`config.mk`:
```
export PLATFORM = sky130hd
export DESIGN_NAME = fetch_queue_unit
export DESIGN_NICKNAME = d
export VERILOG_FILES = /design/src/rtl/fetch_queue_unit.sv
export SDC_FILE = /design/constraint.sdc
export NUM_CORES = 1
export LEC_CHECK = 0
export ABC_AREA = 1
export CAP_MARGIN = 20
export CORE_UTILIZATION = 56
export CTS_CLUSTER_SIZE = 14
export DETAILED_ROUTE_END_ITERATION = 8
export PLACE_DENSITY = 0.87
export SLEW_MARGIN = 5
export SYNTH_ARGS = -nofsm -noshare
export SYNTH_HDL_FRONTEND = slang
export SYNTH_SLANG_ARGS = --single-unit
```
`constraint.sdc`:
```
create_clock -name clk_i -period 5.9 [get_ports clk_i]
set_input_delay 0.59 -clock clk_i [delete_from_list [all_inputs] [get_ports clk_i]]
set_output_delay 0.59 -clock clk_i [all_outputs]
set_load 0.1 [all_outputs]
```
`src/rtl/fetch_queue_unit.sv`:
```
// rtl/fetch_queue_unit.sv - PC generation feeding a fetch queue toward decode.
// Optional macro FETCH_QUEUE_BPRED_EN enables use of the branch prediction inputs.
module fetch_queue_unit #(
  parameter logic [31:0] RESET_PC   = 32'h1000,
  parameter logic [31:0] EXC_VECTOR = 32'h2000,
  parameter int          DEPTH      = 4
) (
  input  logic                       clk_i,
  input  logic                       rst_i,
  input  logic                       redirect_i,
  input  logic [31:0]                redirect_pc_i,
  input  logic                       exc_i,
  input  logic                       iret_i,
  input  logic [31:0]                exc_return_pc_i,
  input  logic                       stall_i,
  output logic [31:0]                bp_pc_o,
  input  logic                       bp_taken_i,
  input  logic [31:0]                bp_target_i,
  output logic                       out_valid_o,
  input  logic                       out_ready_i,
  output logic [31:0]                out_pc_o,
  output logic                       out_taken_o,
  output logic [31:0]                out_target_o,
  output logic [$clog2(DEPTH):0]     count_o
);

  localparam int PW = $clog2(DEPTH);
  localparam int CW = PW + 1;

  logic [31:0]   r_pc;
  logic [CW-1:0] r_count;
  logic [PW-1:0] r_wptr;
  logic [PW-1:0] r_rptr;
  logic [31:0]   r_q_pc [DEPTH];

  logic          w_flush;
  logic          w_pop;
  logic          w_push;
  logic          w_pred_taken;
  logic [31:0]   w_pred_target;
  logic [31:0]   w_pc_seq;
  logic [31:0]   w_pc_next;

`ifdef FETCH_QUEUE_BPRED_EN
  logic          r_q_taken  [DEPTH];
  logic [31:0]   r_q_target [DEPTH];

  assign w_pred_taken  = bp_taken_i;
  assign w_pred_target = bp_target_i;
  assign out_taken_o   = r_q_taken[r_rptr];
  assign out_target_o  = r_q_target[r_rptr];
`else
  logic          w_unused_bp;

  assign w_unused_bp   = bp_taken_i ^ (^bp_target_i);
  assign w_pred_taken  = 1'b0;
  assign w_pred_target = 32'h0;
  assign out_taken_o   = 1'b0;
  assign out_target_o  = 32'h0;
`endif

  assign bp_pc_o     = r_pc;
  assign count_o     = r_count;
  assign out_valid_o = (r_count != '0);
  assign out_pc_o    = r_q_pc[r_rptr];

  // Any flush source kills both queue ports for the cycle.
  assign w_flush  = iret_i | exc_i | redirect_i;
  assign w_pop    = out_valid_o & out_ready_i & ~w_flush;
  assign w_push   = ~w_flush & ~stall_i & ((r_count < CW'(DEPTH)) | w_pop);
  assign w_pc_seq = r_pc + 32'd4;

  always_comb begin
    w_pc_next = r_pc;
    if (iret_i)
      w_pc_next = exc_return_pc_i + 32'd4;
    else if (exc_i)
      w_pc_next = EXC_VECTOR;
    else if (redirect_i)
      w_pc_next = redirect_pc_i;
    else if (w_push)
      w_pc_next = w_pred_taken ? w_pred_target : w_pc_seq;
  end

  always_ff @(posedge clk_i) begin
    if (rst_i) begin
      r_pc    <= RESET_PC;
      r_count <= '0;
      r_wptr  <= '0;
      r_rptr  <= '0;
      for (int i = 0; i < DEPTH; i++) begin
        r_q_pc[i] <= 32'h0;
`ifdef FETCH_QUEUE_BPRED_EN
        r_q_taken[i]  <= 1'b0;
        r_q_target[i] <= 32'h0;
`endif
      end
    end else begin
      r_pc <= w_pc_next;
      if (w_flush) begin
        r_count <= '0;
        r_wptr  <= '0;
        r_rptr  <= '0;
      end else begin
        if (w_push) begin
          r_q_pc[r_wptr] <= r_pc;
`ifdef FETCH_QUEUE_BPRED_EN
          r_q_taken[r_wptr]  <= w_pred_taken;
          r_q_target[r_wptr] <= w_pred_target;
`endif
          r_wptr <= r_wptr + 1'b1;
        end
        if (w_pop)
          r_rptr <= r_rptr + 1'b1;
        // Pointers wrap naturally because DEPTH is a power of two.
        case ({w_push, w_pop})
          2'b10:   r_count <= r_count + 1'b1;
          2'b01:   r_count <= r_count - 1'b1;
          default: r_count <= r_count;
        endcase
      end
    end
  end

endmodule

```
==> results of run 1 <==
==> logic make-up after synthesis <==
group           Yosys count
xor+xnor                 13
other cells               1
simple gates            658
flops                   169
compound gates          203
buf+inv                 188
fa+ha+maj                 4
==> cell type report <==
class	instances	area, um2	area share (%)
Inverter	99	371.6	3.236
Multi-Input combinational cell	911	4135	36.01
Timing Repair Buffer	151	1404	12.22
Clock inverter	14	209.0	1.819
Tap cell	220	275.3	2.397
Clock buffer	17	425.4	3.704
Sequential cell	169	4664	40.61
==> state kept, by name, summed over array words and instances, names as in the netlist, named ones only <==
name     count
r_q_pc     128
bp_pc_o     32
count_o      3
r_rptr       2
r_wptr       2
==> routing by layer <==
| metal | track usage (%) | vias to the layer above | share of wire (%) |
|---|---|---|---|
| met2 | 56.58 | 583 | 49 |
| met3 | 6.437 | 82 | 9.4 |
| li1 | - | 4275 | - |
| met4 | 16.35 | 0 | 4.2 |
| met1 | 42.10 | 4195 | 38 |
| met5 | 0 | - | 0 |
==> tightest hold or removal path, stage by stage (launching register included) <==
cell,delay [ns]
dfxtp_1,0.34
nand2_1,0.07
a21oi_1,0.06
==> power groups by stage <==
| stage | Clock, W | Sequential [W] | Combinational (W) |
|---|---|---|---|
| after floorplan | 0 | 0.00149 | 0.000325 |
| after global placement | 0 | 0.00138 | 0.000575 |
| after detailed placement | 0 | 0.00139 | 0.000578 |
| after CTS | 0.00120 | 0.00136 | 0.000581 |
| after global routing | 0.00125 | 0.00137 | 0.000613 |
| final | 0.00121 | 0.00136 | 0.000585 |
==> stage by stage <==
stage / utilization [%] / cell area, um2 / std cells / total power, W / setup slack, ns
6_report: 69.01 / 11480 / 1581 / 0.003159 / 1.842
5_1_grt: 69.01 / 11480 / 1581 / 0.003232 / 1.748
4_1_cts: 69.01 / 11480 / 1581 / 0.003145 / 1.937
3_5_place_dp: 65.20 / 10850 / 1550 / 0.001965 / 2.362
3_3_place_gp: 65.20 / 10850 / 1550 / 0.001960 / 2.371
2_1_floorplan: - / 9668 / 1268 / 0.001813 / 1.693
==> how the worst min path moves through the flow <==
| stage | cells after the start | end | slack (ns) | startpoint |
|---|---|---|---|---|
| finish | 2 | count_o[0] | 0.50 | count_o[0] |
| global route | 2 | count_o[0] | 0.53 | count_o[0] |
| detailed placement | 1 | count_o[2] | 0.49 | count_o[2] |
| floorplan | 2 | r_wptr[0] | 0.47 | r_wptr[0] |
| global placement | 1 | count_o[2] | 0.47 | count_o[2] |
| CTS | 2 | r_wptr[0] | 0.50 | r_wptr[0] |
==> cell usage in the layout, fill, tap and decap left out, drive strengths merged, types with 7 or more instances in the layout <==
cell / netlist / layout
nor3: 51 / 51
nand3b: 9 / 9
o22ai: 32 / 32
xor2: 9 / 9
a31oi: 7 / 7
inv: 98 / 104
nand2: 234 / 234
clkbuf: 33 / 17
edfxtp: 128 / 128
a21oi: 33 / 33
conb: 1 / 33
nor2: 299 / 299
buf: 56 / 43
o21ai: 117 / 117
nand3: 60 / 60
clkdlybuf4s50: 0 / 108
dfxtp: 41 / 41
==> run summary, run 1 <==
Total setup buffers inserted after CTS = 0
Vias = 9,135
WL final = 29,270 um
Adder-cell share of the synthesized area = 0.6028%
DIE WIDTH = 132.6 um
Reg2reg end = r_q_pc[0][8]
Root buffer cell = clkbuf_16
Status = finished, final reports clean
Synthesis-to-layout area growth = 20.29%
WHS = 0.5040 ns
Max Cap Violations = 0
Crit path max-delay cell type = clkdlybuf4s50_1
Internal power = 0.002174 W
DRT Pass-1 Iters = 8
Die area = 17,580 um2
Dpl hpwl = 20,170 um
RSZ-0062 raised after global routing = no
Syn_area_per_cell = 7.725 um2
CP arrival = 3.47 ns
First-pass GRT wire length = 45,530 um
Period utilization = 68.78%
Post-synth top cells = 293 x nor2_1, 233 x nand2_1, 128 x edfxtp_1, 117 x o21ai_0, 94 x inv_1
Levels on crit path = 5
Seq pwr share = 43.2%
Top Ports = 205
Reg2reg path depth = 9
Layout net count = 1,457
Port bufs = 138
DRC = 0
H-tree depth = 4
Post-synthesis compound-gate area fraction = 11.61%
Predominant post-synthesis flop cell = edfxtp_1
Post-synthesis cell area = 9548 um2
Peak VDD IR = 0.2153 mV
Post-synthesis mux area share = 0%
Pwr Density = 275.0 nW/um2
Number of diodes = 0
Post-synth EDFFs = 128
Post-Synth XOR/XNOR Area = 1.193%
Total track usage = 33.79%
CTS sink cnt = 169
Top-count cell post-synth = nor2_1
CP cell instances = buf_4, inv_1, o21ai_0, o22ai_1, clkdlybuf4s50_1
WP data required = 5.31 ns
Comb power frac = 18.5%
Filler cell count = 1,351
Area leader, netlist = edfxtp_1
Clock transition at path regs = 0.07 ns
Crit path largest cell delay = 1.19 ns
Hold Fails Final Rpt = 0
Static Leak = 4.438 nW
Max-slew violation count = 0
Area share of the largest cell type after synthesis = 40.26%
HP Class = reg -> reg
Initial antenna violation count = 0
Flop-to-flop setup slack = 3.17 ns
Clk_lat worst skew = 0.43 ns
Vias in the first global route = 8,555
Worst setup endpoint = out_pc_o[15]
Mapped Cells = 1,236
Ys async rst share = 0%
# hold bufs at CTS = 0
Max frequency = 246.4 MHz
WL/cell = 18.51 um
CP endpoint kind = output port
Number of nets still failing antenna checks after routing = 0
Sw frac = 31.18%
Setup_tns = 0 ns
Ys Warns = 0
Layout cell share with drive strength beyond 1 = 6.613%
Largest delay share family, worst path = buffers and inverters
Clock network fraction of total power = 38.3%
P_sw = 0.0009850 W
Simple-gate portion of the synthesized area = 28.40%
Post-synthesis sequential area ratio = 48.85%
Vias per Instance = 5.778
Cts bufs inserted = 17
Total gr overflow = 0
Crit path buffers/inverters = 3
CTS tree = done
Post-route minimum period = 4.058 ns
# resized after CTS = 0
Critical path type = reg -> out
Critical path startpoint category = flop
Largest family of logic cells by synthesized area = simple AND/OR/NAND/NOR gates
Crit Path Max Fanout = 33
Slew HR = 29.48%
Row count = 47
Pin count of the biggest net entering global routing = 65
Flops & latches, synth = 169
Initial detailed-routing violation count = 1,057
Worst Clk Skew = 0.01130 ns
Slew of the pin with the lowest slew margin = 1.057 ns
Final setup fails = 0
Final GP Congestion = 0.9333
Die H = 132.6 um
Initial core utilization = 57.37%
Core region area = 16,640 um2
Maximum clock insertion buffer count = 2
R2R Path Start = count_o[2]
Synth area leaders = edfxtp_1 40%, nor2_1 12%, nand2_1 9.2%
Count of cell types in the netlist = 40
Power figures use the tool's default switching activity.
==> run 2, diff against run 1 <==
--- a/config.mk
+++ b/config.mk
@@ -7,10 +7,10 @@
 export LEC_CHECK = 0
 export ABC_AREA = 1
 export CAP_MARGIN = 20
-export CORE_UTILIZATION = 56
+export CORE_UTILIZATION = 52
 export CTS_CLUSTER_SIZE = 14
 export DETAILED_ROUTE_END_ITERATION = 8
-export PLACE_DENSITY = 0.87
+export PLACE_DENSITY = 0.81
 export SLEW_MARGIN = 5
 export SYNTH_ARGS = -nofsm -noshare
 export SYNTH_HDL_FRONTEND = slang
==> constraint.sdc (replaced) <==
create_clock -name clk_i -period 4 [get_ports clk_i]
set_input_delay 0.4 -clock clk_i [delete_from_list [all_inputs] [get_ports clk_i]]
set_output_delay 0.4 -clock clk_i [all_outputs]
set_load 0.1 [all_outputs]
==> run summary, run 2 (synthesized netlist as in run 1, its figures left out) <==
Status = finished, final reports clean
Top Ports = 205
DIE WIDTH = 137.5 um
FF/Latch Area = 4664 um2
Layout net count = 1,459
Initial antenna violation count = 0
# hold bufs at CTS = 0
Root buffer cell = clkbuf_16
First-pass GRT wire length = 42,950 um
Final setup fails = 0
WP data required = 3.60 ns
H-tree depth = 4
Total track usage = 30.59%
Critical path startpoint category = flop
Placed Area = 10,870 um2
Clk_lat worst skew = 0.43 ns
Vias = 8,822
Inst Count DP = 1,561
Total setup buffers inserted after CTS = 0
Die area = 18,910 um2
CP arrival = 2.40 ns
Final std cells w/o fill = 1,593
Dpl hpwl = 19,180 um
Row count = 49
Max frequency = 357.1 MHz
Hold Fails Final Rpt = 0
Initial detailed-routing violation count = 844
Worst Clk Skew = 0.01125 ns
Number of flip-flops in the largest register = 128
Most common cell after layout, fill and taps aside = nor2_1
Initial core utilization = 53.15%
Cts bufs inserted = 17
Period utilization = 70.00%
Top reg by flops = r_q_pc
# resized after CTS = 0
WL final = 27,860 um
Synthesis-to-layout area growth = 19.77%
Vias per Instance = 5.538
Filler cell count = 1,579
Port bufs = 138
WL/cell = 17.49 um
CP endpoint kind = output port
Total gr overflow = 0
Static Leak = 4.406 nW
Number of nets still failing antenna checks after routing = 0
Critical path type = reg -> out
Slew of the pin with the lowest slew margin = 1.035 ns
CTS tree = done
DRC = 0
Slew HR = 30.80%
Multi-input logic area = 4133 um2
Setup_tns = 0 ns
RSZ-0062 raised after global routing = no
HP Class = reg -> reg
Post-route minimum period = 2.800 ns
Fin util = 63.66%
Core region area = 17,960 um2
Vias in the first global route = 8,077
Number of diodes = 0
Crit Path Max Fanout = 32
Final Cell Area = 11,440 um2
Pin count of the biggest net entering global routing = 65
Peak VDD IR = 0.3114 mV
Clock transition at path regs = 0.07 ns
CTS sink cnt = 169
Maximum clock insertion buffer count = 2
Total power = 0.004430 W
Pwr Density = 387.4 nW/um2
DRT Pass-1 Iters = 6
Max Cap Violations = 0
Final GP Congestion = 0.9710
Layout cell share with drive strength beyond 1 = 6.818%
Max-slew violation count = 0
Most frequent cells in the layout = 293 x nor2_1, 233 x nand2_1, 128 x edfxtp_1
Die H = 137.5 um
## run 2: changes by cell type in the layout (fill, tap and decap cells not counted), sizes merged
cell and delta:
clkinvlp +3, bufinv -4, clkdlybuf4s50 -2, buf +4
clkinv +2
## run 2: critical path, cell delays in order, from the launching register on
cell,delay [ns]
dfxtp_1,0.31
inv_1,0.73
o21ai_0,0.30
o22ai_1,0.27
buf_4,0.34
## run 2: area by class of cell
cell class                      count  share of cell area, %
Clock buffer                       17                  3.720
Clock inverter                     15                  1.236
Inverter                           99                  3.249
Multi-Input combinational cell    911                  36.14
Sequential cell                   169                  40.79
Tap cell                          229                  2.505
Timing Repair Buffer              153                  12.36
## run 2: path summary, 6_finish.rpt
check,depth (start not counted),start,slack (ns),end
max,4,flop,1.20,out_pc_o[17]
min,2,count_o[0],0.49,count_o[0]
max reg2reg,10,count_o[2],1.72,r_q_pc[0][8]
min reg2reg,2,count_o[0],0.49,count_o[0]
## run 2: power by group
| group | switching (W) | internal, W | leakage (nW) | total (W) |
|---|---|---|---|---|
| Combinational | 0.000666 | 0.000193 | 2.48 | 0.000858 |
| Clock | 0.000745 | 0.000820 | 0.269 | 0.00157 |
| Sequential | 0.0000540 | 0.00195 | 1.65 | 0.00201 |
## run 2: per-stage QoR
| step | hold WS [ns] | setup WS, ns |
|---|---|---|
| after floorplan | 0.4667 | 0.6222 |
| after global placement | 0.4725 | 1.176 |
| after detailed placement | 0.4856 | 1.132 |
| after CTS | 0.4981 | 1.147 |
| after global routing | 0.5303 | 1.105 |
| final | 0.4947 | 1.200 |
## run 2: routing by layer
metal	share of wire, %	global-route usage [%]	wire length [um]	up-vias
li1	-	-	-	4287
met1	40	39.09	11020	4042
met2	49	50.81	13540	432
met3	8.1	4.967	2260	61
met4	3.7	13.98	1037	0
met5	0	0	0	-
==> run 3, diff against run 2 <==
==> constraint.sdc (replaced) <==
create_clock -name clk_i -period 2.8 [get_ports clk_i]
set_input_delay 0.28 -clock clk_i [delete_from_list [all_inputs] [get_ports clk_i]]
set_output_delay 0.28 -clock clk_i [all_outputs]
set_load 0.1 [all_outputs]
==> run summary, run 3 (synthesized netlist as in run 1, its figures left out) <==
Status = finished, final reports clean
Inst Count DP = 1,574
Final setup fails = 0
CTS tree = done
Filler cell count = 1,498
Number of diodes = 0
DRT Pass-1 Iters = 5
WL final = 28,410 um
Core region area = 17,960 um2
Pin count of the biggest net entering global routing = 65
Layout cell share with drive strength beyond 1 = 10.60%
Layout net count = 1,472
Clock transition at path regs = 0.07 ns
Largest delay share family, worst path = buffers and inverters
Post-route minimum period = 2.628 ns
RSZ-0062 raised after global routing = no
Final std cells w/o fill = 1,606
Setup WS pre-CTS = 0.3457 ns
Cts bufs inserted = 17
Total track usage = 30.82%
Period utilization = 93.84%
Initial core utilization = 53.15%
Most frequent cells in the layout = 293 x nor2_1, 233 x nand2_1, 128 x edfxtp_1
Vias per Instance = 5.519
First-pass GRT wire length = 43,050 um
Placed Area = 11,310 um2
M1 GR Usage = 38.12%
Hold Startpoint = count_o[2]
Setup WS post-layout = 0.1724 ns
CP cell instances = clkinv_1, buf_4, o21ai_0, o22ai_1, buf_12
Max frequency = 380.6 MHz
Row count = 49
Reg2reg path depth = 13
# hold bufs at CTS = 0
Hold Crit Depth = 1
Synthesis-to-layout area growth = 24.15%
Max-slew violation count = 0
Crit path largest cell delay = 0.56 ns
# resized after CTS = 0
CTS sink cnt = 169
Most common cell after layout, fill and taps aside = nor2_1
Initial antenna violation count = 0
FF/Latch Area = 4668 um2
Flop-to-flop setup slack = 0.72 ns
Total gr overflow = 0
Number of nets still failing antenna checks after routing = 0
GRT met2 Usage = 53.91%
DRC = 0
H-tree depth = 4
Peak VDD IR = 0.5867 mV
WL/cell = 17.69 um
Top reg by flops = r_q_pc
CP endpoint kind = output port
Maximum clock insertion buffer count = 2
Initial detailed-routing violation count = 1,071
Max Cap Violations = 0
Reg2reg end = count_o[2]
Critical path type = reg -> out
Critical path startpoint category = flop
Vias = 8,863
Top Ports = 205
Die H = 137.5 um
HP Class = reg -> reg
Hold Fails Final Rpt = 0
Final GP Congestion = 0.9396
Static Leak = 4.664 nW
Slew HR = 37.63%
GR Util met3 = 5.408%
Final Cell Area = 11,850 um2
Port bufs = 138
Crit Path Max Fanout = 27
CP arrival = 2.35 ns
DIE WIDTH = 137.5 um
Slew of the pin with the lowest slew margin = 0.9345 ns
Total setup buffers inserted after CTS = 0
R2R Path Start = count_o[2]
Die area = 18,910 um2
Crit path buffers/inverters = 3
Vias in the first global route = 8,096
Number of flip-flops in the largest register = 128
Multi-input logic area = 4138 um2
Worst Clk Skew = 0.01392 ns
Dpl hpwl = 20,180 um
WP data required = 2.52 ns
Root buffer cell = clkbuf_16
Global-route layer with the greatest usage = met2
Pwr Density = 534.7 nW/um2
Clk_lat worst skew = 0.43 ns
Crit path max-delay cell type = clkinv_1
Hold endpoint = count_o[2]
[run 3: cell count changes in the layout (fill, tap and decap cells not counted), sizes merged]
cell and change:
buf +49, clkdlybuf4s50 -36, clkinvlp +2, clkinv -3
clkbuf +1
[run 3: worst register-to-register path, delay by kind of cell, from the launching register on]
kind                       cells  cell delay [ns]
AOI/OAI and AO/OA              4             0.48
buffers and inverters          4             0.39
and+or+nand+nor                3             0.24
DFF                            1             0.35
adders and majority gates      2             0.55
[run 3: how the worst max path moves through the flow]
stage,from,end,slack [ns],cells past startpoint
after CTS,flop,out_pc_o[31],0.17,5
after global routing,flop,out_pc_o[31],0.05,5
final,flop,out_pc_o[31],0.17,5
after global placement,exc_i,count_o[2],0.36,13
after floorplan,count_o[2],r_q_pc[3][0],-0.21,7
after detailed placement,iret_i,count_o[2],0.35,13
[run 3: layout make-up]
class,instances,share of cell area [%]
clock buffer,18,3.620
sequential,169,39.38
timing repair buffer,166,15.58
tap,229,2.417
inverter,99,3.135
multi-input combinational,911,34.91
clock inverter,14,0.9605
[run 3: report_power, final]
part / internal, W / switching (W) / total (W)
Sequential: 0.00279 / 0.0000785 / 0.00287
Combinational: 0.000328 / 0.000970 / 0.00130
Clock: 0.00115 / 0.00102 / 0.00217
Total: 0.00427 / 0.00207 / 0.00634
[run 3: stage by stage]
stage	power, W	setup TNS (ns)	util [%]	hold WS (ns)
final	0.006339	0	65.99	0.4549
after global routing	0.006512	0	65.99	0.4741
after CTS	0.006328	0	65.99	0.4587
after detailed placement	0.004207	0	62.97	0.4489
after global placement	0.004198	0	62.97	0.4374
after floorplan	0.003819	-13.27	-	0.3585
[run 3: metal layers]
metal	vias to the layer above	part of all wire, %
met3	47	8.0
li1	4309	-
met5	-	0
met1	4076	39
met4	0	2.5
met2	431	51
